===== config.mk =====
export PLATFORM = sky130hd
export DESIGN_NAME = uart_ld_fifo
export DESIGN_NICKNAME = d
export VERILOG_FILES = /design/src/rtl/uart_pkg.sv /design/src/rtl/uart_fifo_ptr.sv /design/src/rtl/uart_ld_fifo.sv
export SDC_FILE = /design/constraint.sdc
export NUM_CORES = 1
export LEC_CHECK = 0
export BUFFER_PORTS_ARGS = -buffer_cell sky130_fd_sc_hd__buf_2
export CAP_MARGIN = 10
export CORE_UTILIZATION = 51
export CTS_CLUSTER_DIAMETER = 150
export DETAILED_ROUTE_END_ITERATION = 8
export PLACE_DENSITY = 0.75
export SETUP_SLACK_MARGIN = 0.1
export SLEW_MARGIN = 20
export SYNTH_ARGS = -nofsm -noshare
export SYNTH_HDL_FRONTEND = slang
export SYNTH_HIERARCHICAL = 1
export SYNTH_SLANG_ARGS = --single-unit

===== constraint.sdc =====
create_clock -name clk -period 1.9 [get_ports clk]
set_input_delay 0 -clock clk [delete_from_list [all_inputs] [get_ports clk]]
set_output_delay 0 -clock clk [all_outputs]
set_load 0.05 [all_outputs]

===== src/rtl/uart_pkg.sv =====
// Shared UART definitions: default FIFO geometry and the status bundle that
// the receive FIFO exports to the UART status register.
package uart_pkg;

    localparam int UART_DATA_W     = 8;
    localparam int UART_FIFO_DEPTH = 4;

    // Status bundle as it appears in the UART status register.
    typedef struct packed {
        logic ovr;    // sticky: load dropped while full
        logic udr;    // sticky: read issued while empty
        logic full;   // DEPTH entries held
        logic empty;  // no entries held
    } uart_fifo_status_t;

endpackage : uart_pkg


===== src/rtl/uart_fifo_ptr.sv =====
// AW-bit wrapping pointer for the receive FIFO. The pointer advances by one
// when inc_i is high and wraps DEPTH-1 -> 0 by natural overflow, since DEPTH
// is a power of two. A synchronous clear has priority over the increment.
module uart_fifo_ptr #(
    parameter int AW = 2
) (
    input  logic          clk,
    input  logic          rst_n,
    input  logic          clr_i,
    input  logic          inc_i,
    output logic [AW-1:0] ptr_o
);

    logic [AW-1:0] ptr_q;
    logic [AW-1:0] ptr_d;

    // Next pointer: clear wins, otherwise step by one on inc.
    always_comb begin
        ptr_d = ptr_q;
        if (clr_i) begin
            ptr_d = '0;
        end else if (inc_i) begin
            ptr_d = ptr_q + AW'(1);
        end
    end

    // Pointer register with asynchronous active-low reset.
    always_ff @(posedge clk or negedge rst_n) begin
        if (!rst_n) begin
            ptr_q <= '0;
        end else begin
            // NOTE: sequential state uses non-blocking assignment so every flop
            // samples pre-edge values regardless of block evaluation order.
            ptr_q <= ptr_d;
        end
    end

    assign ptr_o = ptr_q;

endmodule : uart_fifo_ptr


===== src/rtl/uart_ld_fifo.sv =====
// Receive-side FIFO between the UART shifter and the host read port.
// First-word-fall-through: the head entry is always presented on Q (0 when
// empty). Sticky ovr/udr flags record dropped loads and reads while empty.
// Every output is taken from registers; there is no input-to-output path.
module uart_ld_fifo
    import uart_pkg::*;
#(
    parameter  int WIDTH = UART_DATA_W,
    parameter  int DEPTH = UART_FIFO_DEPTH,
    localparam int AW    = $clog2(DEPTH)
) (
    input  logic             clk,
    input  logic             rst,
    input  logic             clr,
    input  logic             load,
    input  logic [WIDTH-1:0] D,
    input  logic             rd,
    output logic [WIDTH-1:0] Q,
    output logic             empty,
    output logic             full,
    output logic [AW:0]      count,
    output logic             ovr,
    output logic             udr,
    input  logic             err_clr
);

    localparam logic [AW:0] FULL_CNT = (AW + 1)'(DEPTH);

    logic [WIDTH-1:0]  mem_q [DEPTH];
    logic [AW:0]       count_q;
    logic [AW:0]       count_d;
    logic              ovr_q;
    logic              ovr_d;
    logic              udr_q;
    logic              udr_d;
    logic [AW-1:0]     wr_ptr;
    logic [AW-1:0]     rd_ptr;
    logic              is_empty;
    logic              is_full;
    logic              wr_en;
    logic              rd_en;
    logic              ovr_set;
    logic              udr_set;
    uart_fifo_status_t status;

    assign is_empty = (count_q == '0);
    assign is_full  = (count_q == FULL_CNT);

    // Accept/pop decisions for this edge. A flush suppresses both. A load is
    // taken unless the FIFO is full with no pop making room; when empty a
    // simultaneous rd is not honoured but the load still goes in.
    always_comb begin
        // NOTE: every always_comb output gets a default first so no path can
        // leave it unassigned and infer a latch.
        wr_en   = 1'b0;
        rd_en   = 1'b0;
        ovr_set = 1'b0;
        udr_set = 1'b0;
        if (!clr) begin
            wr_en   = load & (!is_full | rd);
            rd_en   = rd & !is_empty;
            ovr_set = load & !rd & is_full;
            udr_set = rd & is_empty;
        end
    end

    // Occupancy and sticky-flag next state; a new error beats err_clr.
    always_comb begin
        count_d = count_q;
        if (clr) begin
            count_d = '0;
        end else begin
            unique case ({wr_en, rd_en})
                2'b10:   count_d = count_q + (AW + 1)'(1);
                2'b01:   count_d = count_q - (AW + 1)'(1);
                default: count_d = count_q;
            endcase
        end
        ovr_d = (ovr_q & !err_clr) | ovr_set;
        udr_d = (udr_q & !err_clr) | udr_set;
    end

    // Occupancy counter and sticky error flags.
    always_ff @(posedge clk or negedge rst) begin
        if (!rst) begin
            count_q <= '0;
            ovr_q   <= 1'b0;
            udr_q   <= 1'b0;
        end else begin
            count_q <= count_d;
            ovr_q   <= ovr_d;
            udr_q   <= udr_d;
        end
    end

    // Entry storage: write the tail on an accepted load.
    always_ff @(posedge clk or negedge rst) begin
        if (!rst) begin
            // NOTE: storage is cleared on reset so no stale or partially written
            // frame survives; affordable because the array is a handful of flops.
            for (int i = 0; i < DEPTH; i++) begin
                mem_q[i] <= '0;
            end
        end else if (wr_en) begin
            mem_q[wr_ptr] <= D;
        end
    end

    uart_fifo_ptr #(
        .AW (AW)
    ) u_wr_ptr (
        .clk   (clk),
        .rst_n (rst),
        .clr_i (clr),
        .inc_i (wr_en),
        .ptr_o (wr_ptr)
    );

    uart_fifo_ptr #(
        .AW (AW)
    ) u_rd_ptr (
        .clk   (clk),
        .rst_n (rst),
        .clr_i (clr),
        .inc_i (rd_en),
        .ptr_o (rd_ptr)
    );

    assign status = '{ovr: ovr_q, udr: udr_q, full: is_full, empty: is_empty};

    assign Q     = status.empty ? '0 : mem_q[rd_ptr];
    assign empty = status.empty;
    assign full  = status.full;
    assign ovr   = status.ovr;
    assign udr   = status.udr;
    assign count = count_q;

endmodule : uart_ld_fifo


==> impl_metrics.ini <==
[final_layout]
utilization = 0.706
nets = 211
diodes = 0
fin_cells = 243
fin_area_sq_um = 2620
drive_gt1_frac = 0.574
mostFrequentLayoutCells = dfrtp_1 (38), buf_2 (28), mux2_4 (17)
area_delta_synth_final_pct = 31.0
layout_commonest_cell = dfrtp_1

[clock_network]
htreeDepth = 2
clk_latency_ns = 0.29
cts_buffer_depth = 2
clk_pin_slew_ns = 0.07
numCtsBuffers = 5
cts_root_buf = clkbuf_8
clock_sinks = 41
cts_tree = yes

[synthesis]
yosysTopAreaCell = dfrtp_1
synth_flop_cell = dfrtp_1
synth-async-reset-ratio = 1.00
syn_area_sq_um = 2000
synth_top_area_share = 0.513
synth-compound-area-share = 0.0387
synth_xor_xnor_area_share = 0.0169
synthCells = 138
synth_warnings = 6
synthSimpleGateAreaFrac = 0.119
yosysSeqAreaShare = 0.513
ys_types = 36
synth_seq_cells = 41
synth.area.top_cells = dfrtp_1 (51%), mux2_2 (18%), mux4_2 (9.0%), and2_1 (2.8%), nor2_1 (1.1%)
synth.area.mux_share = 0.288
synth_top_family_by_area = multiplexers
synth_fa_ha_area_frac = 0.0100
syn_nets = 153
synth-edff-count = 0
avgSynthCellArea_sq_um = 14.5

[die]
die_width_um = 64.7
rows = 22
die_area_sq_um = 4180
ios = 29
start_util = 0.539
design.core.area_sq_um = 3720
die_y_um = 64.7

[drt]
drc = 0
antenna_left = 0
vias = 1311
drt_iter0_markers = 89
wire_per_inst_um = 17.3
wl_mm = 4.21
drt_first_pass_iters = 4
viasPerCell = 5.40

[timing]
grt_setup_unrepaired = true
slew_headroom = 0.407
worst_slew_pin_slew_ns = 0.889
post-route-period-util = 1.05
fin_skew_ns = 0.00346
period_needed_ns = 2.00
setup_viol = 12
finalWorstSetupSlack_ns = -0.104
slew_viol_final = 0
finalHoldViolations = 0
max_freq_ghz = 0.499

[global_routing]
grt_pass1_vias = 1444
grt-ovfl-total = 0
grt_pass1_wl_mm = 7.10
grt_max_degree = 42
grt_util_all_layers = 0.234
antenna_found_initial = 0

[placed_design]
dpl_cell_area_sq_um = 2340
dp_slack_ns = -0.151
hpwl_mm = 2.87
port_buffers = 28
place_inst = 222
gp_congestion = 0.782

[status]
failed_checks = negative setup slack
outcome = complete, but fails checks

[critical_path]
cpPeakStageDelay_ns = 0.40
criticalPathCategory = reg2reg
required_ns = 2.11
arrival_ns = 2.22
crit_buf_inv = 2
path_cells = buf_6, or3_4, clkinvlp_4, nor3_4, fa_2, nor4b_2, o21ai_1, a21oi_1
cp-end-kind = flop
slowest_stage = dfrtp_2
setup.worst_path.start_class = flop
crit_family = simple AND/OR/NAND/NOR gates
critPathMaxFanout = 4

[pwr]
total_power_mw = 3.60
p_leak_nw = 1.22
vdd_ir_drop_max_v = 0.000937
power_density_nw_per_um2 = 1370

[hold_path]
hp-class = in2reg

[run]
cap_violations = 0
-- report_power, final --
group | internal (mW) | switching [mW] | total, mW
clock network | 0.241 | 0.269 | 0.511
logic | 0.775 | 1.07 | 1.85
registers | 1.10 | 0.141 | 1.24
-- state kept, by name, summed over array words and instances, names as in the netlist --
register / count
u_wr_ptr/ptr_o: 2
ovr: 1
udr: 1
u_rd_ptr/ptr_o: 2
mem_q: 32
count: 3
-- layer usage --
layer,global-route usage,routed length (um),vias up
met5,0,0,-
met4,0.0694,48,0
met3,0.0634,126,5
met2,0.382,2150,24
met1,0.304,1890,671
li1,-,-,611
-- cells by family (layout without fill, tap and decap cells) --
group | Yosys count | after routing
xor+xnor | 3 | 3
compound gates | 10 | 10
fa+ha+maj | 1 | 1
mux | 43 | 43
flops | 41 | 41
buf+inv | 8 | 65
simple gates | 32 | 32
-- area by class of cell --
cell class | count | area (sq um)
Clock buffer | 5 | 68.8
Clock inverter | 1 | 5.00
Fill cell | 257 | 1090
Inverter | 5 | 25.0
Multi-Input combinational cell | 89 | 1050
Sequential cell | 41 | 1030
Tap cell | 48 | 60.1
Timing Repair Buffer | 54 | 382
-- path summary, 6_finish.rpt --
kind	startpoint	to	slack, ns	cells past startpoint
worst max-delay path	count[2]$_DFFE_PN0P_	count[2]$_DFFE_PN0P_	-0.10	8
worst min-delay path	D[2]	mem_q[26]$_DFFE_PN0P_	0.007	2
worst max register to register	count[2]$_DFFE_PN0P_	count[2]$_DFFE_PN0P_	-0.10	8
worst min register to register	mem_q[30]$_DFFE_PN0P_	mem_q[30]$_DFFE_PN0P_	0.51	1
max in group asynchronous	rst	count[2]$_DFFE_PN0P_	0.93	2
min in group asynchronous	rst	count[1]$_DFFE_PN0P_	0.37	2
-- Yosys cell counts, types with 2 or more instances --
| cell type | n |
|---|---|
| dfrtp_1 | 41 |
| mux2_2 | 32 |
| and2_1 | 9 |
| mux4_2 | 8 |
| nor2_1 | 6 |
| inv_1 | 4 |
| a21bo_1 | 2 |
| a21oi_2 | 2 |
| clkbuf_1 | 2 |
| mux2i_1 | 2 |
| nand2b_1 | 2 |
| nand3b_1 | 2 |
| o22ai_1 | 2 |
| xnor2_1 | 2 |
-- repair_timing --
action	CTS	global route
buffers inserted	3	3
hold buffers	9	0
resized for setup	10	4
pin swaps	6	1
setup endpoints to repair	39	43
hold endpoints to repair	65	0
cloned	0	0
-- metrics by stage --
stage                     TNS [ns]  hold slack, ns
after floorplan             -0.985          -0.296
after global placement      -0.913           0.152
after detailed placement     -1.08           0.181
after CTS                   -0.289          0.0103
after global routing         -1.26          0.0140
final                       -0.272         0.00730
Note: power is estimated with default switching activity, not from simulation.
